==> src/rtl/alu_sub_seq.sv <==
// Multi-cycle two's-complement subtractor: d = a - b - b_in, SLICE bits per clock, registered N/Z/C/O flags.
// Optional saturation on signed overflow when ALU_SUB_SAT_EN is defined; the default build wraps.
//
// state | meaning
// IDLE  | in_ready high, waiting for operands
// RUN   | one slice of a + ~b + carry per cycle
// DONE  | out_valid high, result and flags held until out_ready
module alu_sub_seq #(
  parameter int WIDTH = 32,
  parameter int SLICE = 8
) (
  input  logic             clk,
  input  logic             rst_n,
  input  logic             in_valid,
  output logic             in_ready,
  input  logic [WIDTH-1:0] a,
  input  logic [WIDTH-1:0] b,
  input  logic             b_in,
  output logic             out_valid,
  input  logic             out_ready,
  output logic [WIDTH-1:0] d,
  output logic             sig_N,
  output logic             sig_Z,
  output logic             sig_C,
  output logic             sig_O
);

  localparam int NSL = WIDTH / SLICE;
  localparam int CW  = (NSL > 1) ? $clog2(NSL) : 1;

  typedef enum logic [1:0] {S_IDLE, S_RUN, S_DONE} state_t;

  state_t           r_state;
  state_t           w_next;
  logic [WIDTH-1:0] r_a;
  logic [WIDTH-1:0] r_b;
  logic [WIDTH-1:0] r_res;
  logic             r_carry;
  logic [CW-1:0]    r_cnt;

  logic             w_last;
  logic [SLICE-1:0] w_a_sl;
  logic [SLICE-1:0] w_b_sl;
  logic [SLICE:0]   w_slice;
  logic [WIDTH-1:0] w_raw;
  logic [WIDTH-1:0] w_final;
  logic             w_ovf;

  assign w_last = (r_state == S_RUN) && (r_cnt == CW'(NSL - 1));

  always_ff @(posedge clk or negedge rst_n) begin
    if (!rst_n) r_state <= S_IDLE;
    else        r_state <= w_next;
  end

  always_comb begin
    w_next = r_state;
    case (r_state)
      S_IDLE:  if (in_valid)  w_next = S_RUN;
      S_RUN:   if (w_last)    w_next = S_DONE;
      S_DONE:  if (out_ready) w_next = S_IDLE;
      default:                w_next = S_IDLE;
    endcase
  end

  always_comb begin
    in_ready  = (r_state == S_IDLE);
    out_valid = (r_state == S_DONE);
  end

  // Subtraction as a + ~b + ~b_in, one slice per cycle with the carry kept between slices.
  always_comb begin
    w_a_sl  = r_a[r_cnt*SLICE +: SLICE];
    w_b_sl  = r_b[r_cnt*SLICE +: SLICE];
    w_slice = {1'b0, w_a_sl} + {1'b0, ~w_b_sl} + {{SLICE{1'b0}}, r_carry};
    w_raw   = r_res;
    w_raw[r_cnt*SLICE +: SLICE] = w_slice[SLICE-1:0];
    w_ovf   = (r_a[WIDTH-1] != r_b[WIDTH-1]) && (w_raw[WIDTH-1] != r_a[WIDTH-1]);
`ifdef ALU_SUB_SAT_EN
    if (w_ovf) w_final = r_a[WIDTH-1] ? {1'b1, {(WIDTH-1){1'b0}}} : {1'b0, {(WIDTH-1){1'b1}}};
    else       w_final = w_raw;
`else
    w_final = w_raw;
`endif
  end

  always_ff @(posedge clk or negedge rst_n) begin
    if (!rst_n) begin
      r_a     <= '0;
      r_b     <= '0;
      r_res   <= '0;
      r_carry <= 1'b0;
      r_cnt   <= '0;
      d       <= '0;
      sig_N   <= 1'b0;
      sig_Z   <= 1'b0;
      sig_C   <= 1'b0;
      sig_O   <= 1'b0;
    end else if (r_state == S_IDLE) begin
      if (in_valid) begin
        r_a     <= a;
        r_b     <= b;
        r_carry <= ~b_in;
        r_cnt   <= '0;
      end
    end else if (r_state == S_RUN) begin
      r_res   <= w_raw;
      r_carry <= w_slice[SLICE];
      r_cnt   <= r_cnt + CW'(1);
      if (w_last) begin
        d     <= w_final;
        sig_N <= w_final[WIDTH-1];
        sig_Z <= (w_final == '0);
        sig_C <= w_slice[SLICE];
        sig_O <= w_ovf;
      end
    end
  end

endmodule

==> config.mk <==
export PLATFORM = sky130hd
export DESIGN_NAME = alu_sub_seq
export DESIGN_NICKNAME = d
export VERILOG_FILES = /design/src/rtl/alu_sub_seq.sv
export SDC_FILE = /design/constraint.sdc
export NUM_CORES = 1
export LEC_CHECK = 0
export ABC_AREA = 1
export ABC_CLOCK_PERIOD_IN_PS = 7400
export BUFFER_PORTS_ARGS = -buffer_cell sky130_fd_sc_hd__buf_2
export CORE_UTILIZATION = 40
export DETAILED_ROUTE_END_ITERATION = 8
export MAX_ROUTING_LAYER = met4
export PLACE_DENSITY_LB_ADDON = 0.25
export SLEW_MARGIN = 30
export SYNTH_ARGS = -nofsm -noshare
export SYNTH_HDL_FRONTEND = slang
export SYNTH_SLANG_ARGS = --single-unit
==> constraint.sdc <==
create_clock -name clk -period 7.4 [get_ports clk]
set_clock_uncertainty 0.1 [all_clocks]
set_input_delay 0.74 -clock clk [delete_from_list [all_inputs] [get_ports clk]]
set_output_delay 0.74 -clock clk [all_outputs]
set_load 0.005 [all_outputs]
* After elaboration in Yosys (flattened, before gate mapping)
Index checks and enable logic that the tools add are counted.
Widths: inputs -> output; s select.
** Storage, ports and cells
- Bits in registers :: 137
- Bits of input ports :: 69
- Output and inout port bits :: 38
** Cells by class
- Add/sub/neg operators :: 4
- Bitwise gates (word level) :: 3
- Multiplexer cells :: 11
- Equal/unequal tests :: 8
- Shift operators :: 4
- Reduce and logical (&&, ||, !) cells :: 10
** Operators by type and width (count)
- $shiftx 32x6->8 :: 2
- $neg 5->34 :: 1
- $shift 8x34->32 const A :: 1
- $shiftx 8x34->32 :: 1
- $bwmux 32 :: 1
- $logic_not 32->1 :: 1
- $mux 2 :: 6
- $add 8x8->9 :: 1
- $add 9x1->9 :: 1
- $not 8->8 :: 1
- $pmux 2 s3 :: 1
- $reduce_and 2->1 :: 3
- $reduce_and 3->1 :: 2
- $eq 2x2->1 const B :: 2
- $ne 2x2->1 const B :: 2
- $mux 1 :: 3
- $add 2x1->2 const B :: 1
- $eq 2x1->1 const B :: 1
- $logic_and 1x1->1 :: 2
- $logic_not 2->1 :: 1
- $ne 1x1->1 :: 2
- $ne 2x1->1 const B :: 1
- $not 1->1 :: 2
- $reduce_bool 2->1 :: 1

* Depth between registers and ports, before layout
- Depth in word-level cells :: 8
- Gate-level depth with buffers :: 21
- Depth with buffers taken out :: 20

* Worst setup path after synthesis
OpenSTA, ideal clock, no wires.
- Kind :: register to register
- Start point :: register r_cnt[0]
- End point :: register sig_Z
- Slack :: 4.101 ns
- Cell stages (with the launch flop) :: 20
- Setup time :: 0.066 ns
- Arrival time :: 3.134 ns
- Cell sequence :: dfrtp_1 buf_4 buf_2 buf_2 nand2_1 a32o_1 fa_1 fa_1 inv_1 nand3_1 o22ai_1 nor2_2 nand2_1 nor2_1 nand3_1 nor2_1 nand2_1 nor2_1 nand3_1 nand2_1
** On the way
- Cells in the longest elaborated chain, start to end :: 7
- Elaborated cells between the ends (all ways) :: 13
- Classes of those cells :: 3 x add/sub; 1 x eq/ne; 4 x shift; 1 x mux; 1 x bitwise; 3 x reduce/logical
** Ends and longest elaborated chain
- start: declaration :: line 39 : logic [CW-1:0] r_cnt;
- start signal: assignment :: line 109 : r_cnt <= r_cnt + CW'(1);
- $shiftx 32x6->8 :: line 74 : w_b_sl = r_b[r_cnt*SLICE +: SLICE];
- $not 8->8 :: line 75 : w_slice = {1'b0, w_a_sl} + {1'b0, ~w_b_sl} + {{SLICE{1'b0}}, r_carry};
- $add 8x8->9 :: line 75
- $add 9x1->9 :: line 75
- $shiftx 8x34->32 :: line 77 : w_raw[r_cnt*SLICE +: SLICE] = w_slice[SLICE-1:0];
- $bwmux 32 :: line 77
- $logic_not 32->1 :: line 113 : sig_Z <= (w_final == '0);
- end signal: assignment :: line 113
- end: declaration :: line 23 : output logic sig_Z,
Parallel ways exist; a longest one is shown, timed or not.
A chain may end at the register's enable or synchronous reset.

* Worst setup path after layout
- Start point :: register r_cnt[1]
- End point :: register sig_Z
The elaborated chain is that of the path after synthesis.

==> results.txt <==
Outcome = complete, no violations
Largest cells by area after synthesis = dfrtp_1, nand2_1, o21ai_0
Via Count = 5788
Antenna Nets Post-Route = 0
Synth top area share = 51.63%
Die Y = 130.4 um
Core Region = 0.01600 mm^2
Crit-path most repeated cell = nand2_1
CP Data Required Time = 7660 ps
Synth unique cells = 30
Post-CTS Setup Repair Bufs = 0
Startpoint types = flop
Initial Util = 41.19%
RSZ-0062 raised after global routing = no
Power per cell area = 526.3 mW/mm^2
Max VDD drop = 0.2706 mV
First-pass GRT wire length = 28.25 mm
Worst-path clk slew = 60 ps
Synth warn = 0
Rel. slew slack = 43.14%
Fin crit share = 53.96%
Setup CP Type = flop to flop
CP max stage delay = 690 ps
Worst-Margin Slew = 852.0 ps
Area Growth Syn to Fin = 19.70%
Main synth FF type = dfrtp_1
Synth Instances = 857
Final count of hold timing violations = 0
Max Cap Viol = 0
Drt via density = 4.918
DRT Pass-1 Iters = 6
Setup ws final = 3407 ps
Async S/R FF share, synth = 100.0%
Post-CTS Resized = 0
Most frequent cell after synthesis = nand2_1
Total track usage = 22.64%
WL/cell = 14.69 um
Leak = 0.004190 uW
Initial drt markers = 338
Crit path DAT = 4250 ps
Final Non-Filler Cells = 1177
Post-synth EDFFs = 0
Largest net degree at the start of global routing = 87
Final wirelength = 17.29 mm
Ant. Diodes = 0
Mapped Nets = 941
CTS Buffer Depth = 2
Commonest cells in the synthesized netlist = nand2_1, dfrtp_1, o21ai_0
# clock sinks = 136
Row count = 46
Post-synthesis sequential area ratio = 51.63%
Max Fclk = 250.5 MHz
Die Wd = 130.4 um
Post-detail-place hpwl = 11.84 mm
Family with the most delay on the worst path = simple AND/OR/NAND/NOR gates
Max FO, Critical Path = 28
Kind of end point of the critical path = flop
CTS tree = yes
Die area = 0.01700 mm^2
H-tree lvl count = 4
Layout cell share with drive strength beyond 1 = 15.82%
Yosys reg bits = 136
Synth area leader = dfrtp_1
Clock Tree Root = clkbuf_16
Sum Neg Setup Slack = 0 ps
TritonCTS Buffers = 17
Placer congestion estimate = 0.8809
Grt total ovfl = 0
Tmin final = 3993 ps
Quantity of hold-fixing buffers added after cts = 0
Vias in the first global route = 5475
HP Class = input port to asynchronous set/reset pin
Cells after DPL = 1145
Worst path slowest cell = clkinv_1
CP Buf/Inv Count = 2
Cell Area, Synth = 0.006591 mm^2
Setup Viol. Count Final = 0
Clk_lat worst skew = 420 ps
Cell Chain, Critical Path = clkinv_1 > a32o_1 > fa_1 > fa_1 > inv_1 > nand2_1 > nand2_1 > nand3_1 > nand2_1 > nand2_1 > nand4_1 > nor2_1 > nor2_1 > nand3_1 > nor2_1 > nand3_1 > nand2_1
Avg Cell Area, Syn = 7.691 um^2
DRC viols = 0
Layout Nets = 1032
Antenna violations before repair = 0
Setup Slack @ Placement = 3395 ps
IO Port Bufs = 106
Io pins = 107
Slew Limit Fails = 0
metal layers:
layer  part of all wire [%]  GRT usage (%)  wire, um
met5                      0              -         0
met1                     45          29.14      7762
met3                    5.6          4.920       970
met4                    1.5          7.302       251
met2                     48          35.54      8303
placed cells by master (no fill, tap or decap), types with 2 or more instances in the layout:
cell type,n
nand2_1,389
dfrtp_1,136
buf_2,105
o21ai_0,74
inv_1,64
nor2_1,46
nand3_1,22
clkbuf_16,17
a21oi_1,15
ha_1,13
nand4_1,12
o22ai_1,11
a32o_1,7
buf_4,5
clkbuf_1,4
clkbuf_8,4
inv_2,3
clkinv_2,3
nor2_2,3
a31oi_1,3
o21ai_1,3
bufinv_16,3
clkinv_1,2
a32oi_1,2
nand2_2,2
o21a_1,2
fa_1,2
clkinvlp_4,2
power breakdown:
group	leakage, uW	internal [uW]	switching [uW]
logic	0.00213	662	1380
clock network	0.000293	565	312
registers	0.00176	1050	179
total	0.00419	2280	1870
sequential cells by signal, summed over array words and instances (netlist names):
signal / count
r_cnt: 2
sig_Z: 1
r_res: 32
d: 32
r_b: 32
r_carry: 1
r_a: 32
r_state: 2
sig_C: 1
sig_O: 1
final cells by class:
class,count,area [um^2]
Multi-Input combinational cell,612,2768
Clock inverter,7,115.1
Fill cell,1696,8110
Tap cell,216,270.3
Inverter,70,264.0
Sequential cell,136,3403
Timing Repair Buffer,111,574.3
Clock buffer,25,495.5
logic make-up (layout without fill, tap and decap cells):
| family | after synthesis | after routing | share of synthesized area (%) |
|---|---|---|---|
| AND/OR/NAND/NOR | 476 | 476 | 28.42 |
| flip-flops | 136 | 136 | 51.63 |
| AO/OA/AOI/OAI | 120 | 120 | 10.29 |
| buffers and inverters | 109 | 213 | 6.416 |
| adder cells (fa/ha/maj) | 15 | 15 | 3.075 |
| multiplexers | 1 | 1 | 0.1708 |
final timing paths:
check / endpoint / cells past startpoint / slack, ps / from
worst max-delay path: sig_Z$_DFFE_PN0P_ / 17 / 3410 / r_cnt[1]$_DFFE_PN0P_
worst min-delay path: r_res[21]$_DFFE_PN0P_ / 1 / 280 / rst_n
worst max register to register: sig_Z$_DFFE_PN0P_ / 17 / 3410 / r_cnt[1]$_DFFE_PN0P_
worst min register to register: d[7]$_DFFE_PN0P_ / 2 / 370 / d[7]$_DFFE_PN0P_
max in group asynchronous: r_res[15]$_DFFE_PN0P_ / 2 / 5730 / rst_n
min in group clk: d[7]$_DFFE_PN0P_ / 2 / 370 / d[7]$_DFFE_PN0P_
per-stage QoR:
step | instance area (um^2) | total power, uW | hold WS (ps) | util [%]
after floorplan | 6591 | 2642 | 343.6 | -
after global placement | 7278 | 3248 | 358.9 | 45.49
after detailed placement | 7278 | 3275 | 360.8 | 45.49
after CTS | 7889 | 4171 | 309.0 | 49.30
after global routing | 7890 | 4529 | 340.7 | 49.31
final | 7890 | 4153 | 283.0 | 49.31
Note: power is estimated with default switching activity, not from simulation.
